$ cat src/rtl/bus_pkg.sv
// Shared encodings and default sizes for the B/C bus transfer datapath.
// Imported by the interface, the unary ALU and the transfer master.
package bus_pkg;

    localparam int WORD_WIDTH_DEFAULT = 8;
    localparam int NUM_REGS_DEFAULT   = 8;
    localparam int SEL_WIDTH_DEFAULT  = 3;

    typedef enum logic [1:0] {
        OP_PASS = 2'b00,
        OP_INC  = 2'b01,
        OP_DEC  = 2'b10,
        OP_NEG  = 2'b11
    } op_e;

    typedef enum logic [1:0] {
        ST_IDLE    = 2'b00,
        ST_READ    = 2'b01,
        ST_CAPTURE = 2'b10,
        ST_WRITE   = 2'b11
    } state_e;

endpackage

$ cat src/rtl/bus_transfer_master_if.sv
// Sequencer handshake plus B/C bus signals of the transfer master.
// Optional BUS_FLOAT_CHECK_EN adds the bus_float_err pulse.
interface bus_transfer_master_if
    import bus_pkg::*;
#(
    parameter int WORD_WIDTH = WORD_WIDTH_DEFAULT,
    parameter int NUM_REGS   = NUM_REGS_DEFAULT,
    parameter int SEL_WIDTH  = SEL_WIDTH_DEFAULT
);

    logic                  start;
    logic [SEL_WIDTH-1:0]  src_sel;
    logic [SEL_WIDTH-1:0]  dst_sel;
    logic [1:0]            op;
    logic [WORD_WIDTH-1:0] b_bus;
    logic [NUM_REGS-1:0]   b_read_enable;
    logic [WORD_WIDTH-1:0] c_bus;
    logic [NUM_REGS-1:0]   c_write_enable;
    logic                  busy;
    logic                  done;
    logic                  sel_error;
    logic [WORD_WIDTH-1:0] result;
`ifdef BUS_FLOAT_CHECK_EN
    logic                  bus_float_err;
`endif

    modport master (
        input  start,
        input  src_sel,
        input  dst_sel,
        input  op,
        input  b_bus,
        output b_read_enable,
        output c_bus,
        output c_write_enable,
        output busy,
        output done,
        output sel_error,
`ifdef BUS_FLOAT_CHECK_EN
        output bus_float_err,
`endif
        output result
    );

    modport slave (
        output start,
        output src_sel,
        output dst_sel,
        output op,
        output b_bus,
        input  b_read_enable,
        input  c_bus,
        input  c_write_enable,
        input  busy,
        input  done,
        input  sel_error,
`ifdef BUS_FLOAT_CHECK_EN
        input  bus_float_err,
`endif
        input  result
    );

endinterface

$ cat src/rtl/bus_unary_alu.sv
// Combinational unary op on one word: pass, inc, dec, negate.
// All results wrap modulo 2**WORD_WIDTH.
module bus_unary_alu
    import bus_pkg::*;
#(
    parameter int WORD_WIDTH = WORD_WIDTH_DEFAULT
) (
    input  op_e                   op,
    input  logic [WORD_WIDTH-1:0] data,
    output logic [WORD_WIDTH-1:0] y
);

    always_comb begin
        y = data;
        unique case (op)
            OP_PASS: y = data;
            OP_INC:  y = data + WORD_WIDTH'(1);
            OP_DEC:  y = data - WORD_WIDTH'(1);
            OP_NEG:  y = WORD_WIDTH'(0) - data;
        endcase
    end

endmodule

$ cat src/rtl/bus_transfer_master.sv
// Reads one register over B, applies a unary op, writes back over C.
// Define BUS_FLOAT_CHECK_EN to suppress writes of a floating B bus.
module bus_transfer_master
    import bus_pkg::*;
#(
    parameter int WORD_WIDTH = WORD_WIDTH_DEFAULT,
    parameter int NUM_REGS   = NUM_REGS_DEFAULT,
    parameter int SEL_WIDTH  = SEL_WIDTH_DEFAULT
) (
    input logic                   clk,
    input logic                   rst,
    bus_transfer_master_if.master bus
);

    localparam logic [SEL_WIDTH:0] REG_LIMIT =
        (SEL_WIDTH+1)'(NUM_REGS);

    state_e                state;
    logic [SEL_WIDTH-1:0]  dst_q;
    op_e                   op_q;
    logic [WORD_WIDTH-1:0] alu_y;
    logic                  sel_ok;

    assign sel_ok = ({1'b0, bus.src_sel} < REG_LIMIT)
                 && ({1'b0, bus.dst_sel} < REG_LIMIT);

    bus_unary_alu #(
        .WORD_WIDTH(WORD_WIDTH)
    ) u_alu (
        .op  (op_q),
        .data(bus.b_bus),
        .y   (alu_y)
    );

`ifdef BUS_FLOAT_CHECK_EN
    logic float_q;
    logic bus_unknown;

    // True only in simulation when some B bus bit is X or Z.
    assign bus_unknown = ((^bus.b_bus) === 1'bx);
`endif

    always_ff @(posedge clk) begin
        if (rst) begin
            state              <= ST_IDLE;
            dst_q              <= '0;
            op_q               <= OP_PASS;
            bus.b_read_enable  <= '0;
            bus.c_bus          <= '0;
            bus.c_write_enable <= '0;
            bus.busy           <= 1'b0;
            bus.done           <= 1'b0;
            bus.sel_error      <= 1'b0;
            bus.result         <= '0;
`ifdef BUS_FLOAT_CHECK_EN
            float_q            <= 1'b0;
            bus.bus_float_err  <= 1'b0;
`endif
        end else begin
            bus.sel_error <= 1'b0;
            bus.done      <= 1'b0;
`ifdef BUS_FLOAT_CHECK_EN
            bus.bus_float_err <= 1'b0;
`endif
            unique case (state)
                ST_IDLE: begin
                    if (bus.start) begin
                        if (sel_ok) begin
                            dst_q <= bus.dst_sel;
                            op_q  <= op_e'(bus.op);
                            bus.b_read_enable <=
                                NUM_REGS'(1) << bus.src_sel;
                            bus.busy <= 1'b1;
                            state    <= ST_READ;
                        end else begin
                            bus.sel_error <= 1'b1;
                        end
                    end
                end
                ST_READ: begin
                    bus.b_read_enable <= '0;
                    state             <= ST_CAPTURE;
`ifdef BUS_FLOAT_CHECK_EN
                    float_q <= bus_unknown;
                    if (!bus_unknown) begin
                        bus.c_bus  <= alu_y;
                        bus.result <= alu_y;
                        bus.c_write_enable <=
                            NUM_REGS'(1) << dst_q;
                    end
`else
                    bus.c_bus  <= alu_y;
                    bus.result <= alu_y;
                    bus.c_write_enable <=
                        NUM_REGS'(1) << dst_q;
`endif
                end
                ST_CAPTURE: begin
                    bus.c_write_enable <= '0;
                    bus.done           <= 1'b1;
                    bus.busy           <= 1'b0;
                    state              <= ST_WRITE;
`ifdef BUS_FLOAT_CHECK_EN
                    bus.bus_float_err <= float_q;
`endif
                end
                ST_WRITE: begin
                    // Start is deliberately not sampled here.
                    state <= ST_IDLE;
                end
            endcase
        end
    end

endmodule

$ cat src/flat_wrapper.sv
// flat-port wrapper written by rule: the top's interface ports become plain ports
module bus_transfer_master_flat import bus_pkg::*;
#(
    parameter int WORD_WIDTH = WORD_WIDTH_DEFAULT,
    parameter int NUM_REGS   = NUM_REGS_DEFAULT,
    parameter int SEL_WIDTH  = SEL_WIDTH_DEFAULT
)
  (clk, rst, bus_start, bus_src_sel, bus_dst_sel, bus_op, bus_b_bus, bus_b_read_enable, bus_c_bus, bus_c_write_enable, bus_busy, bus_done, bus_sel_error, bus_result);
  bus_transfer_master_if #(.WORD_WIDTH(WORD_WIDTH), .NUM_REGS(NUM_REGS), .SEL_WIDTH(SEL_WIDTH)) bus_i ();
  input logic clk;
  input logic rst;
  input wire logic [$bits(bus_i.start)-1:0] bus_start;
  input wire logic [$bits(bus_i.src_sel)-1:0] bus_src_sel;
  input wire logic [$bits(bus_i.dst_sel)-1:0] bus_dst_sel;
  input wire logic [$bits(bus_i.op)-1:0] bus_op;
  input wire logic [$bits(bus_i.b_bus)-1:0] bus_b_bus;
  output wire logic [$bits(bus_i.b_read_enable)-1:0] bus_b_read_enable;
  output wire logic [$bits(bus_i.c_bus)-1:0] bus_c_bus;
  output wire logic [$bits(bus_i.c_write_enable)-1:0] bus_c_write_enable;
  output wire logic [$bits(bus_i.busy)-1:0] bus_busy;
  output wire logic [$bits(bus_i.done)-1:0] bus_done;
  output wire logic [$bits(bus_i.sel_error)-1:0] bus_sel_error;
  output wire logic [$bits(bus_i.result)-1:0] bus_result;
  assign bus_i.start = bus_start;
  assign bus_i.src_sel = bus_src_sel;
  assign bus_i.dst_sel = bus_dst_sel;
  assign bus_i.op = bus_op;
  assign bus_i.b_bus = bus_b_bus;
  assign bus_b_read_enable = bus_i.b_read_enable;
  assign bus_c_bus = bus_i.c_bus;
  assign bus_c_write_enable = bus_i.c_write_enable;
  assign bus_busy = bus_i.busy;
  assign bus_done = bus_i.done;
  assign bus_sel_error = bus_i.sel_error;
  assign bus_result = bus_i.result;
  bus_transfer_master #(.WORD_WIDTH(WORD_WIDTH), .NUM_REGS(NUM_REGS), .SEL_WIDTH(SEL_WIDTH)) u_core (.clk(clk), .rst(rst), .bus(bus_i));
endmodule
$ cat config.mk
export PLATFORM = sky130hd
export DESIGN_NAME = bus_transfer_master_flat
export DESIGN_NICKNAME = d
export VERILOG_FILES = /design/src/rtl/bus_pkg.sv /design/src/rtl/bus_transfer_master_if.sv /design/src/rtl/bus_unary_alu.sv /design/src/rtl/bus_transfer_master.sv /design/src/flat_wrapper.sv
export SDC_FILE = /design/constraint.sdc
export NUM_CORES = 1
export LEC_CHECK = 0
export ABC_AREA = 1
export BUFFER_PORTS_ARGS = -buffer_cell sky130_fd_sc_hd__buf_2
export CAP_MARGIN = 20
export CORE_MARGIN = 3
export CORE_UTILIZATION = 40
export CTS_BUF_LIST = sky130_fd_sc_hd__clkbuf_4
export DETAILED_ROUTE_END_ITERATION = 8
export PLACE_DENSITY = 0.71
export SYNTH_ARGS = -nofsm -noshare
export SYNTH_HDL_FRONTEND = slang
export SYNTH_SLANG_ARGS = --single-unit
$ cat constraint.sdc
create_clock -name clk -period 2.5 [get_ports clk]
set_input_delay 0.5 -clock clk [delete_from_list [all_inputs] [get_ports clk]]
set_output_delay 0.5 -clock clk [all_outputs]
set_load 0.01 [all_outputs]
* Yosys cells after proc, flatten, opt, wreduce, memory -nomap -nowiden
Index checks and enable logic that the tools add are counted.
** Storage, ports and cells
- Memories kept :: 0
- RAM bits :: 0
- Bits in read-only memories :: 0
- Word-level logic and storage cells :: 37
- Register bits :: 33
- Bits in latches :: 0
- Bits of input ports :: 19
- Output and inout bits :: 35
** Cells by class
- Multiplexer cells :: 9
- Add/subtract/negate cells :: 3
- Div/mod/pow operators :: 0
- Order comparisons :: 0
- Eq/ne operators :: 7
- Reduce and logical (&&, ||, !) cells :: 8
- Bitwise operators :: 0
- Shift-type cells :: 2
- Multiply operators :: 0
** Operators with widths (count)
- 8-bit one-hot mux with 2 select lines :: 2
- 8-bit one-hot mux with 4 select lines :: 1
- 1-bit by 3-bit left shift with 8-bit output, first input constant :: 2
- 8-bit by 1-bit adder with 8-bit output, second input constant :: 1
- 2-bit == test, second input constant :: 4
- 8-bit two-way mux :: 1
- 2-bit one-hot mux with 4 select lines :: 1
- 1-bit by 8-bit subtractor with 8-bit output, first input constant :: 1
- 8-bit by 1-bit subtractor with 8-bit output, second input constant :: 1
- 2-bit AND reduction :: 3
- 2-bit nonzero test :: 3
- 2-bit by 1-bit == test with 1-bit output, second input constant :: 2
- 2-bit zero test :: 2
- 1-bit two-way mux :: 2
- 2-bit two-way mux :: 1
- 2-bit inequality test, second input constant :: 1
- 1-bit one-hot mux with 2 select lines :: 1

* Depth between registers and ports, before layout
- Depth after elaboration :: 3
- Gate-level depth with buffers :: 14
- Depth with buffers taken out :: 14

* Cells and area by module
Synthesis repeated with hierarchy kept, for this count alone.
** Second synthesis, totals
- Cell total of the unflattened synthesis :: 336
- Area total of the unflattened synthesis :: 2242.2 um^2
** By module, submodules not included
- bus_transfer_master :: cells each 199, instances 1, area each 1514.0 um^2, sequential area each 660.6 um^2
- bus_unary_alu :: cells each 137, instances 1, area each 728.2 um^2, sequential area each 0.0 um^2

* Worst setup path after synthesis
No wires, ideal clock.
- Path kind :: flip-flop to flip-flop
- From :: reg u_core.op_q[0]
- To :: reg u_core.bus.c_bus[6]
- Clock period less this slack :: 1.833 ns
- Setup time :: 0.133 ns
- Setup slack :: 0.667 ns
- Required time :: 2.367 ns
- Cell stages (with the launch flop) :: 12
- Buffers on the path :: 0
- Data arrival time :: 1.699 ns
- Cells stage by stage :: dfxtp_1 -> inv_1 -> ha_1 -> ha_1 -> inv_1 -> o21bai_1 -> a21oi_1 -> nand3_1 -> nand3_1 -> nand2_1 -> nand2_1 -> a21oi_2
** On the way
- Cells in the longest elaborated chain, start to end :: 2
- Elaborated cells on any way between the ends :: 5
- Classes of those cells :: eq/ne: 3; mux: 1; reduce/logical: 1
** RTL lines
- start, declared :: RTL line bus_transfer_master.sv:20 : op_e op_q;
- start signal, assigned :: RTL line bus_transfer_master.sv:70 : op_q <= op_e'(bus.op);
- 2-bit == test (tied with other cells) :: RTL line bus_unary_alu.sv:15 : unique case (op)
- 8-bit one-hot mux with 4 select lines (*) :: RTL line bus_unary_alu.sv:15
- end signal, assigned :: RTL line bus_transfer_master.sv:92 : bus.c_bus <= alu_y;
- end, declared :: RTL line bus_transfer_master_if.sv:34 : output c_bus,
Every way passes the cells marked *; elsewhere a longest branch is shown, timed or not.
A chain may end at the register's enable or synchronous reset.

* Worst setup path after layout
Same ends and word-level chain as after synthesis.

==> impl_metrics.tcl <==
set metrics [dict create \
    endpoint_kind "register" \
    routed_wirelength_mm 4.44 \
    crit_chain "inv_1 > ha_1 > ha_1 > inv_1 > o21bai_1 > a21oi_1 > nand2_1 > nand2_1 > nand3_1 > nand2_1 > nand2_1 > a21oi_2" \
    grt_pass1_wl_mm 7.56 \
    p_comb_frac 0.529 \
    dr.pass1.iters 4 \
    cts-root-buf "clkbuf_4" \
    clkTransAtPathRegs_ns 0.10 \
    setup_viol 0 \
    wl_per_cell_um 10.9 \
    cts_tree "done" \
    drc 0 \
    dpl.hpwl_mm 3.53 \
    power_mw 2.15 \
    drive_gt1_frac 0.212 \
    synth_edf_count 0 \
    crit_path_start_kind "register" \
    p_sw_uw 988 \
    dieArea_um2 5900 \
    ys_seq_elements 33 \
    crit_buf_inv 2 \
    syn2layout_area_growth_pct 15.0 \
    critPathKind "register to register" \
    clock-sinks 33 \
    p_clk_frac 0.135 \
    cts_buffer_depth 2 \
    final_area_um2 2310 \
    tns_ns 0 \
    yosys.area.top_type "dfxtp_1" \
    yosys_warnings 0 \
    critPathArrivalTime_ns 2.31 \
    grt_usage 0.153 \
    fin_util 0.482 \
    crit_fanout 9 \
    grt_max_degree 25 \
    status "completed" \
    skew_ns 0.0139 \
    crit_required_ns 2.76 \
    dieHeight_um 76.8 \
    rsz0062_at_grt "false" \
    ys_seq_area_frac 0.329 \
    antenna_cells 0 \
    hp-class "input pin to register" \
    synthCells 295 \
    std_cell_rows 25 \
    grt_overflow_total 0 \
    synth_cell_type_count 30 \
    grt_antenna_before_repair 0 \
    period_share 0.822 \
    syn-cell-area_um2 2010 \
    dp_slack_ns 0.469 \
    seq_power_share 0.336 \
    synth_top_flop_cell "dfxtp_1" \
    slowest_stage "ha_1" \
    period_needed_ns 2.05 \
    leakage_nw 1.13 \
    synth_top_cells_by_area "dfxtp_1 (33%), nand2_1 (13%), a21oi_1 (8.7%)" \
    postCtsHoldBufs 0 \
    postSynthAreaPerCell_um2 6.80 \
    slowest_delay_ns 0.37 \
    cts_resized 0 \
    cp_top_family "adder cells" \
    portBuffers 52 \
    place.gp.congestion 0.837 \
    async_reset_ff_frac 0 \
    worst_slack_ns 0.446 \
    synth_top_cell_area_share 0.329 \
    cts_inserted_buffers 5 \
    vias_per_cell 4.90 \
    initial_utilization 0.419 \
    drtAntennaViolNets 0 \
    drv_cap 0 \
    postCtsSetupBuffers 0 \
    grt_pass1_vias 1766 \
    nets 370 \
    internal_power_mw 1.16 \
    num_vias 1994 \
    swShare 0.460 \
    clk_latency_ns 0.33 \
    drv_slew 0 \
    p_per_area_nw_per_um2 931 \
    boundaryPins 54 \
    finalHoldViolations 0 \
    crit_path_frequent_cell "nand2_1" \
    peakVddDrop_mv 0.464 \
    h-tree-depth 2 \
    synth.net_count 326 \
    fmax_mhz 487 \
    placed_area_um2 2250 \
    die_x_um 76.8 \
    core_um2 4790 \
    drt_iter0_drc 86 \
]
[sequential cells by signal, indices dropped and copies added (netlist names)]
signal,flops
u_core.bus.b_read_enable,8
u_core.bus.c_bus,8
u_core.bus.c_write_enable,8
u_core.dst_q,3
u_core.op_q,2
u_core.state,2
u_core.bus.busy,1
u_core.bus.done,1
[power by group through the flow]
stage	Combinational (mW)	Clock, mW	Sequential (mW)
floorplan	0.852	0	0.771
global placement	1.13	0	0.733
detailed placement	1.14	0	0.736
CTS	1.14	0.300	0.725
global route	1.30	0.320	0.742
finish	1.14	0.289	0.723
[logic make-up after synthesis]
family,after synthesis,synth area share
fa+ha+maj,12,0.0748
buf+inv,55,0.123
simple gates,121,0.260
other cells,1,0.00187
xor+xnor,1,0.00436
compound gates,72,0.206
flops,33,0.329
[through the flow]
stage                     hold WS, ns  cells
after global routing            0.445    407
after CTS                       0.443    407
after global placement          0.437    399
after floorplan                 0.445    295
final                           0.446    407
after detailed placement        0.440    399
[final timing paths]
| kind | startpoint | end | slack (ns) | cells past startpoint |
|---|---|---|---|---|
| max | u_core.op_q[0] | u_core.bus.c_bus[6] | 0.45 | 12 |
| min | bus_dst_sel[1] | u_core.dst_q[1] | 0.45 | 3 |
| max reg2reg | u_core.op_q[0] | u_core.bus.c_bus[6] | 0.45 | 12 |
| min reg2reg | u_core.bus.busy | u_core.bus.busy | 0.45 | 2 |
[layout make-up]
cell class	instances	area, µm²
Tap cell	67	83.8
Clock buffer	6	45.0
Fill cell	521	2480
Inverter	40	150
Clock inverter	2	10.0
Timing Repair Buffer	52	260
Multi-Input combinational cell	207	1100
Sequential cell	33	661
[cell usage after synthesis, types with 2 or more instances]
library cell,instances
nor3_1,7
dfxtp_1,33
nand4_1,7
clkbuf_1,5
nor2_1,18
o21ai_0,20
a22oi_1,2
a21oi_1,35
a31oi_1,4
inv_1,39
a21oi_2,3
nand3_1,13
nand2_1,69
buf_4,9
nor2_2,2
o21bai_1,2
ha_1,12
nand2_2,3
[layer usage]
metal  vias to the layer above  routed length, µm  track usage
met1                       880               2040        0.183
met5                         -                  0            0
li1                       1056                  -            -
met3                         9                226       0.0364
met4                         0                 79       0.0525
met2                        49               2090        0.267
[cell usage in the layout, fill, tap and decap left out]
| cell | count |
|---|---|
| nor3_2 | 1 |
| a22o_1 | 1 |
| a221oi_1 | 1 |
| nor2_1 | 18 |
| a31oi_1 | 4 |
| nand2_1 | 69 |
| nor3_1 | 7 |
| o21bai_4 | 1 |
| ha_1 | 12 |
| xor2_1 | 1 |
| a21oi_2 | 3 |
| nand3_1 | 13 |
| nand4_1 | 7 |
| a21oi_1 | 35 |
| o21bai_1 | 2 |
| dfxtp_1 | 33 |
| clkinv_2 | 2 |
| o21ai_0 | 20 |
| nor2_2 | 2 |
| clkbuf_4 | 6 |
| a22oi_1 | 2 |
| inv_1 | 39 |
| o21ai_1 | 1 |
| nand2_2 | 3 |
| o31ai_1 | 1 |
| buf_2 | 52 |
| clkinv_1 | 1 |
| conb_1 | 1 |
| o21ai_2 | 1 |
| nand3_2 | 1 |
[worst reg2reg max path: cells and delay by family (launching register included)]
family	cells	cell delay, ns
AOI/OAI and AO/OA	3	0.41
adders and majority gates	2	0.71
buffers and inverters	2	0.24
DFF	1	0.32
and+or+nand+nor	5	0.29
Note: power is estimated with default switching activity, not from simulation.
